$ cat config.mk
export PLATFORM = sky130hd
export DESIGN_NAME = icache_direct_mapped
export DESIGN_NICKNAME = d
export VERILOG_FILES = /design/src/rtl/icache_direct_mapped.sv
export SDC_FILE = /design/constraint.sdc
export NUM_CORES = 1
export LEC_CHECK = 0
export ABC_AREA = 1
export CORE_MARGIN = 2
export CORE_UTILIZATION = 40
export CTS_CLUSTER_SIZE = 16
export DETAILED_ROUTE_END_ITERATION = 6
export GPL_ROUTABILITY_DRIVEN = 1
export PLACE_DENSITY_LB_ADDON = 0.3
export SETUP_SLACK_MARGIN = 0.2
export SLEW_MARGIN = 20
export SYNTH_ARGS = -nofsm -noshare
export SYNTH_HDL_FRONTEND = slang
export SYNTH_SLANG_ARGS = --single-unit
$ cat constraint.sdc
create_clock -name CLK -period 23.1 [get_ports CLK]
set_clock_uncertainty 0.15 [all_clocks]
set_input_delay 4.62 -clock CLK [delete_from_list [all_inputs] [get_ports CLK]]
set_output_delay 4.62 -clock CLK [all_outputs]
set_load 0.05 [all_outputs]
$ cat src/rtl/icache_direct_mapped.sv
// Direct-mapped read-only instruction cache, 4-word blocks, busywait refill.
// Optional hit/miss counters are enabled by defining ICACHE_STATS_EN.
module icache_direct_mapped #(
    parameter  int INDEX_BITS = 3,
    localparam int TAG_BITS   = 28 - INDEX_BITS,
    localparam int NBLK       = 1 << INDEX_BITS
) (
    input  logic         CLK,
    input  logic         RESET,
    input  logic [31:0]  address,
    output logic [31:0]  instruction,
    output logic         busywait,
    output logic         mem_read,
    output logic [27:0]  mem_address,
    input  logic [127:0] mem_readdata,
`ifdef ICACHE_STATS_EN
    input  logic         mem_busywait,
    output logic [31:0]  hit_count,
    output logic [31:0]  miss_count
`else
    input  logic         mem_busywait
`endif
);

    typedef enum logic [1:0] {
        IDLE,
        MEM_READ,
        UPDATE
    } state_t;

    state_t state_q, state_d;

    logic [NBLK-1:0]     valid_q;
    logic [TAG_BITS-1:0] tag_q  [NBLK];
    logic [127:0]        data_q [NBLK];
    logic [27:0]         miss_addr_q, miss_addr_d;
    logic [31:0]         instr_q;

    logic [INDEX_BITS-1:0] idx;
    logic [TAG_BITS-1:0]   tag_in;
    logic [1:0]            off;
    logic [INDEX_BITS-1:0] miss_idx;
    logic [TAG_BITS-1:0]   miss_tag;
    logic                  hit;
    logic                  idle_hit;
    logic                  fill;
    logic [31:0]           word;
    logic                  unused_addr;

    assign idx         = address[4 +: INDEX_BITS];
    assign tag_in      = address[31 -: TAG_BITS];
    assign off         = address[3:2];
    assign miss_idx    = miss_addr_q[INDEX_BITS-1:0];
    assign miss_tag    = miss_addr_q[27 -: TAG_BITS];
    assign unused_addr = ^address[1:0];

    assign hit      = valid_q[idx] && (tag_q[idx] == tag_in);
    assign word     = data_q[idx][{off, 5'b00000} +: 32];
    assign idle_hit = (state_q == IDLE) && hit;

    assign mem_address = miss_addr_q;
    // Outside a hit, keep presenting the last word handed to the core.
    assign instruction = idle_hit ? word : instr_q;

    always_comb begin
        state_d     = state_q;
        miss_addr_d = miss_addr_q;
        busywait    = 1'b1;
        mem_read    = 1'b0;
        fill        = 1'b0;
        unique case (state_q)
            IDLE: begin
                if (hit) begin
                    busywait = 1'b0;
                end else begin
                    miss_addr_d = address[31:4];
                    state_d     = MEM_READ;
                end
            end
            MEM_READ: begin
                mem_read = 1'b1;
                if (!mem_busywait) begin
                    state_d = UPDATE;
                end
            end
            UPDATE: begin
                fill    = 1'b1;
                state_d = IDLE;
            end
            default: state_d = IDLE;
        endcase
    end

    always_ff @(posedge CLK or posedge RESET) begin
        if (RESET) begin
            state_q     <= IDLE;
            miss_addr_q <= '0;
            valid_q     <= '0;
            instr_q     <= '0;
        end else begin
            state_q     <= state_d;
            miss_addr_q <= miss_addr_d;
            if (fill) begin
                valid_q[miss_idx] <= 1'b1;
            end
            if (idle_hit) begin
                instr_q <= word;
            end
        end
    end

    // Arrays are qualified by valid_q, so they carry no reset.
    always_ff @(posedge CLK) begin
        if (fill) begin
            data_q[miss_idx] <= mem_readdata;
            tag_q[miss_idx]  <= miss_tag;
        end
    end

`ifdef ICACHE_STATS_EN
    logic [31:0] hit_cnt_q, miss_cnt_q;

    always_ff @(posedge CLK or posedge RESET) begin
        if (RESET) begin
            hit_cnt_q  <= '0;
            miss_cnt_q <= '0;
        end else begin
            if (idle_hit) begin
                hit_cnt_q <= hit_cnt_q + 32'd1;
            end
            if ((state_q == IDLE) && !hit) begin
                miss_cnt_q <= miss_cnt_q + 32'd1;
            end
        end
    end

    assign hit_count  = hit_cnt_q;
    assign miss_count = miss_cnt_q;
`endif

endmodule

==> results by group, run 1 <==
Pwr
  – Max VDD drop: between 60 and 70 uV
  – Final total power: between 5 and 6 mW
  – Combinational share of power: 0.109
  – Switching pwr: 1.430 mW
  – Switching share of power: 0.2572
  – PwrDens: 93.59 nW/um^2
  – Leak: 20.44 nW
  – Seq pwr share: 0.513
  – Clock power share: 0.378
  – Int Power: just over 4 mW

Worst setup path
  – R2r endpoint: instr_q[21]
  – Cell mode on critical path: nand2_1
  – Worst Setup SP: address[4]
  – Worst reg2reg path depth: 12
  – Arrival time at the worst endpoint: 10.47 ns
  – Worst Path Class, Setup: in -> out
  – CP startpoint kind: primary input
  – CP max FO: 193
  – Crit-path slowest cell: buf_4
  – Worst EP required: about 18 ns
  – Slowest stage delay, CP: 0.94 ns
  – Worst R2R Start: tag_q[2][9]
  – Worst Setup End Kind: output pin
  – CP cell instances: buf_8 > inv_16 > buf_4 > nand2_1 > nand3_1 > nand3_1 > nand3b_1 > nand2_1 > nor2_1 > nand3_1 > nor2_4 > nand3_2 > nand2_1 > nand2_1 > clkdlybuf4s50_1
  – Worst R2R Setup Slack: 19.21 ns

Final layout
  – Layout cells sized above 1: 0.06173
  – Area Growth Syn to Fin: 15.50%
  – Final core utilization: 0.4660
  – Final net count: 4345

GRT
  – Total track usage: 0.2104
  – Pin count of the biggest net entering global routing: 211
  – First-pass GRT wire length: 206.2 mm
  – Vias in the first global route: 31160
  – Antenna violations before repair: 30
  – GRT Residual Overflow: 0

Clock network
  – Num CTS Buffers: 136
  – Gates resized, CTS repair: 0
  – Clock Latency Late Sink: 0.75 ns
  – Reg clk slew, reported paths: around 0.050 ns
  – CTS root buf: clkbuf_16
  – H-tree Lvls: 4
  – Max clock buf depth: 3
  – Setup Buffers After CTS: 0
  – CTS Hold Buffers Added: 0
  – Clock sink count: between 1000 and 1500
  – CTS tree: done

Synth
  – Cells after Synth: 4055
  – Seq/Total Area, Yosys: 0.7485
  – Mapped cell area: 51450 um^2
  – Yosys reg bits: 1294
  – Syn Nets: 4218
  – Synth cell types: 24
  – Avg Cell Area, Syn: 12.69 um^2
  – Ys Warns: 0

Worst hold path
  – Hold Crit Depth: 2
  – Hold_sp: instr_q[3]
  – Worst Hold End: instr_q[3]
  – HP Class: reg -> reg

Detailed routing
  – Routed Antenna Nets: 0
  – Avg WL per Cell: 23.51 um
  – DRT Wirelength: 140.2 mm
  – Drt drc: 0
  – Vias: 33020
  – First drt pass iteration count: 6
  – Vias per inst: 5.536
  – Detailed Route Iter0 Violations: 3470

STA
  – Slew at the pin closest to its max-slew limit: about 1.1 ns
  – Fin. Hold Viols: 0
  – Setup_tns: 0 ns
  – Slew headroom: 0.2776
  – Highest achievable clock rate: roughly 66 MHz
  – Final Max Tran Viols: 0
  – RSZ-0062 raised after global routing: false
  – Final period util: 0.6595
  – Tmin final: 15.24 ns
  – Setup Viol. Count Final: 0

Floorplanning
  – Initial Utilization: 0.4035
  – Core ar.: 127500 um^2
  – Die Height: 362.6 um
  – Die span in x: 362.6 um
  – Ports: around 230
  – Die area: 131500 um^2
  – Rows: 131

Place
  – Gpl congestion: about 0.8
  – Port-buffer cells: 222
  – HPWL Detailed: 74.42 mm

Run
  – Max-Cap Viols: 0

Status
  – Status: completed
==> stage by stage <==
stage	instances	area (um^2)	hold WS, ns	worst slack, ns
2_1_floorplan	4055	51450	0.2900	11.70
3_3_place_gp	5705	55080	0.3019	7.988
3_5_place_dp	5706	55100	0.3040	7.957
4_1_cts	5955	59400	0.3184	7.952
5_1_grt	5956	59400	0.3334	7.420
6_report	5965	59420	0.3177	7.865
==> flip-flops by register name (all words and copies together), names as in the netlist <==
name         flops
data_q        1024
instr_q         32
mem_address     28
state_q          2
tag_q          200
valid_q          8
==> routing by layer <==
| layer | wire length, um | track usage | share of wire |
|---|---|---|---|
| met1 | 60910 | 0.2957 | 0.43 |
| met2 | 63350 | 0.3198 | 0.45 |
| met3 | 12670 | 0.05773 | 0.090 |
| met4 | 3056 | 0.06118 | 0.022 |
| met5 | 217 | 0 | 0.0015 |
==> power groups by stage <==
| stage | Combinational (mW) | Sequential [mW] | Clock (mW) |
|---|---|---|---|
| after global routing | 0.656 | 2.87 | 2.23 |
| after global placement | 0.603 | 2.89 | 0 |
| after CTS | 0.611 | 2.85 | 2.14 |
| after detailed placement | 0.610 | 2.90 | 0 |
| final | 0.606 | 2.85 | 2.10 |
| after floorplan | 0.271 | 2.98 | 0 |
==> kinds of logic (layout without fill, tap and decap cells) <==
group | Yosys count | in the layout | share of synthesized area
flip-flops | 1294 | 1294 | 0.7485
AO/OA/AOI/OAI | 819 | 819 | 0.09825
AND/OR/NAND/NOR | 1514 | 1514 | 0.1197
other | 0 | 10 | 0
buffers and inverters | 428 | 666 | 0.03363
==> cell type report <==
| cell class | instances | area (um^2) |
|---|---|---|
| diodes | 10 | 25.02 |
| clock buffers | 186 | 3724 |
| clock inverters | 63 | 569.3 |
| fillers | 11250 | 68100 |
| inverters | 147 | 581.8 |
| multi-input cells | 2333 | 11280 |
| flip-flops and latches | 1294 | 38510 |
| well taps | 1662 | 2079 |
| repair buffers | 270 | 2651 |
==> cell usage after synthesis, drive strengths merged <==
| cell | n | area (um^2) |
|---|---|---|
| edfxtp | 1224 | 36760 |
| nand2 | 622 | 2335 |
| nor2 | 597 | 2256 |
| o21ai | 534 | 2673 |
| nand3 | 241 | 1211 |
| o221ai | 225 | 1971 |
| clkbuf | 195 | 732.0 |
| inv | 146 | 550.5 |
| buf | 86 | 444.2 |
| dfrtp | 70 | 1752 |
| nand4 | 33 | 206.5 |
| o22ai | 31 | 193.9 |
| o211ai | 29 | 217.7 |
| nand3b | 13 | 97.59 |
| or2 | 8 | 50.05 |
| clkinv | 1 | 3.750 |
==> layout by cell type, fill, tap and decap left out, types with 8 or more instances in the layout <==
cell type,n
or2_2,8
nand3_1,239
clkinv_1,26
clkbuf_1,39
nand4_1,33
clkbuf_16,138
clkbuf_8,10
o211ai_1,29
inv_1,140
nand3b_1,13
o221ai_1,225
buf_4,44
dfrtp_1,70
clkinv_2,19
edfxtp_1,1224
clkdlybuf4s50_1,217
nor2_1,586
diode_2,10
o22ai_1,31
o21ai_1,37
o21ai_0,497
nand2_1,622
nor2_4,11
==> worst max path at each step <==
stage | to | slack, ns | cells past startpoint
after floorplan | instruction[22] | 11.70 | 18
after global placement | instruction[21] | 7.99 | 15
after detailed placement | instruction[21] | 7.96 | 15
after CTS | instruction[21] | 7.95 | 15
after global routing | instruction[21] | 7.42 | 17
final | instruction[21] | 7.86 | 15
==> worst max-delay path, delay by kind of cell <==
family / cells / cell delay [ns]
buffers and inverters: 4 / 2.47
AND/OR/NAND/NOR: 11 / 3.14
No activity file was read; power rests on OpenSTA's default activity.
==> run 2, diff against run 1 <==
- clock period: 23.1 -> 12.4 ns (I/O delays scaled with it)
==> run 2 against run 1 <==
Worst setup slack got worse by 6.0 ns. Sequential power grew 86%. Critical endpoint unchanged. Highest routed layer unchanged. Worst hold slack got worse by 0.00091 ns. Flip-flop and latch count is the same. Largest cell class unchanged.
==> results by group, run 2 (synthesized netlist as in run 1, its figures left out) <==
STA
  – Slew at the pin closest to its max-slew limit: 1.077 ns (-0.003976 ns)
  – Final Max Tran Viols: 0 (unchanged)
  – Final period util: 0.8473
  – Setup Viol. Count Final: 0 (unchanged)
  – Tmin final: 10.51 ns
  – Setup_tns: 0 ns (unchanged)
  – RSZ-0062 raised after global routing: false
  – Highest achievable clock rate: 95.18 MHz
  – Slew headroom: 0.2820 (+0.004360)
  – Fin. Hold Viols: 0 (unchanged)

Final layout
  – Largest register FFs: 1024 (unchanged)
  – Largest Register: data_q
  – Final core utilization: 0.4672 (+0.001197)
  – Biggest regs: data_q: 1024 flops, tag_q: 200 flops, instr_q: 32 flops
  – Filler cells: 11170 (-0.73%)
  – Layout cells sized above 1: 0.06460 (+0.002870)
  – Most common cell after layout, fill and taps aside: edfxtp_1
  – Fin cells: 5966 (+0.017%)
  – Most frequent cells in the layout: edfxtp_1, nand2_1, nor2_1
  – Area Growth Syn to Fin: 15.79%
  – Final net count: 4349 (+0.092%)

Detailed routing
  – Routed Antenna Nets: 0 (unchanged)
  – Vias per inst: 5.528 (-0.13%)
  – Vias: 32980 (-0.12%)
  – DRT Wirelength: 139.4 mm (-0.59%)
  – First drt pass iteration count: 5 (-1)
  – Drt drc: 0 (unchanged)
  – Avg WL per Cell: 23.36 um (-0.61%)
  – Detailed Route Iter0 Violations: 3252 (-6.3%)

Worst setup path
  – CP startpoint kind: primary input
  – CP max FO: 116 (-40%)
  – Arrival time at the worst endpoint: 7.88 ns (-2.59 ns)
  – Worst Setup End Kind: output pin
  – Worst EP required: 9.77 ns (-8.56 ns)
  – Worst Path Class, Setup: in -> out

Clock network
  – Clock Latency Late Sink: 0.74 ns (about the same)
  – CTS Hold Buffers Added: 0 (unchanged)
  – Gates resized, CTS repair: 0 (unchanged)
  – CTS tree: done
  – Clock sink count: 1294 (unchanged)
  – Setup Buffers After CTS: 0 (unchanged)
  – Max clock buf depth: 3 (unchanged)
  – CTS root buf: clkbuf_16
  – H-tree Lvls: 4 (unchanged)
  – Num CTS Buffers: 136 (unchanged)
  – Reg clk slew, reported paths: 0.06 ns (about the same)

Pwr
  – Max VDD drop: 108.8 uV (+63%)
  – Leak: 20.50 nW (+0.30%)
  – PwrDens: 174.9 nW/um^2 (+87%)

GRT
  – Antenna violations before repair: 33 (+10%)
  – GRT Residual Overflow: 0 (unchanged)
  – Pin count of the biggest net entering global routing: 211 (unchanged)
  – Vias in the first global route: 31150 (-0.045%)
  – First-pass GRT wire length: 205.3 mm (-0.46%)
  – Total track usage: 0.2092 (-0.001214)

Run
  – Max-Cap Viols: 0 (unchanged)

Place
  – Gpl congestion: 0.8063 (+0.34%)
  – Placed insts: 5710 (+0.070%)
  – Port-buffer cells: 222 (unchanged)
  – HPWL Detailed: 75.23 mm (+1.1%)

Floorplanning
  – Initial Utilization: 0.4035 (unchanged)
  – Ports: 225 (unchanged)
  – Die Height: 362.6 um (unchanged)
  – Die area: 131500 um^2 (unchanged)
  – Core ar.: 127500 um^2 (unchanged)
  – Rows: 131 (unchanged)
  – Die span in x: 362.6 um (unchanged)

Worst hold path
  – HP Class: reg -> reg

Status
  – Status: completed
==> run 2: layout make-up <==
class / count / area (um^2) / area share
inverter: 147 / 581.8 / 0.009766
multi-input combinational: 2333 / 11280 / 0.1894
antenna: 16 / 40.04 / 0.0006721
tap: 1662 / 2079 / 0.03491
timing repair buffer: 274 / 2706 / 0.04543
clock buffer: 184 / 3735 / 0.06269
clock inverter: 56 / 640.6 / 0.01075
sequential: 1294 / 38510 / 0.6464
==> run 2: where the power goes <==
part	total, mW	switching [mW]	internal, mW	leakage (nW)
combinational	1.12	0.822	0.303	6.42
sequential	5.31	0.164	5.15	11.9
clock	3.98	1.67	2.31	2.13
==> run 2: worst max-delay path, cell delays in order <==
cell,delay (ns)
buf_8,0.56
buf_4,0.75
nand2_1,0.12
nand3_1,0.12
nand3_1,0.13
nand3b_1,0.18
nand4_1,0.15
nor2_1,0.11
nand2_1,0.11
nor2_4,0.67
nand3_2,1.00
nand2_1,0.30
nand2_1,0.22
clkdlybuf4s50_1,0.76
==> run 2: per-layer routing <==
metal,part of all wire,vias to the layer above,GRT usage,wire length [um]
li1,-,15080,-,-
met3,0.090,236,0.05167,12600
met4,0.024,38,0.06419,3374
met5,0.0017,-,0,231
met2,0.45,1258,0.3204,63360
met1,0.43,16370,0.2943,59820
==> run 2: stage by stage <==
| step | area, um^2 | setup WS [ns] | power [mW] | hold slack (ns) |
|---|---|---|---|---|
| final | 59570 | 1.894 | 10.42 | 0.3168 |
| after global routing | 59540 | 1.512 | 10.78 | 0.3300 |
| after CTS | 59530 | 1.985 | 10.50 | 0.3209 |
| after detailed placement | 55160 | 1.999 | 6.535 | 0.3038 |
| after global placement | 55160 | 1.992 | 6.511 | 0.3020 |
| after floorplan | 51450 | 4.261 | 6.057 | 0.2900 |
==> run 2: final timing paths <==
kind / start / endpoint / slack, ns / cells past startpoint
setup / recovery: address[4] / instruction[21] / 1.89 / 14
setup reg to reg: state_q[1] / data_q[1][106] / 8.48 / 6
hold / removal: valid_q[4] / valid_q[4] / 0.32 / 1
hold reg to reg: valid_q[4] / valid_q[4] / 0.32 / 1
min in group asynchronous: RESET / instr_q[23] / 1.99 / 2
max in group asynchronous: RESET / instr_q[3] / 9.01 / 3
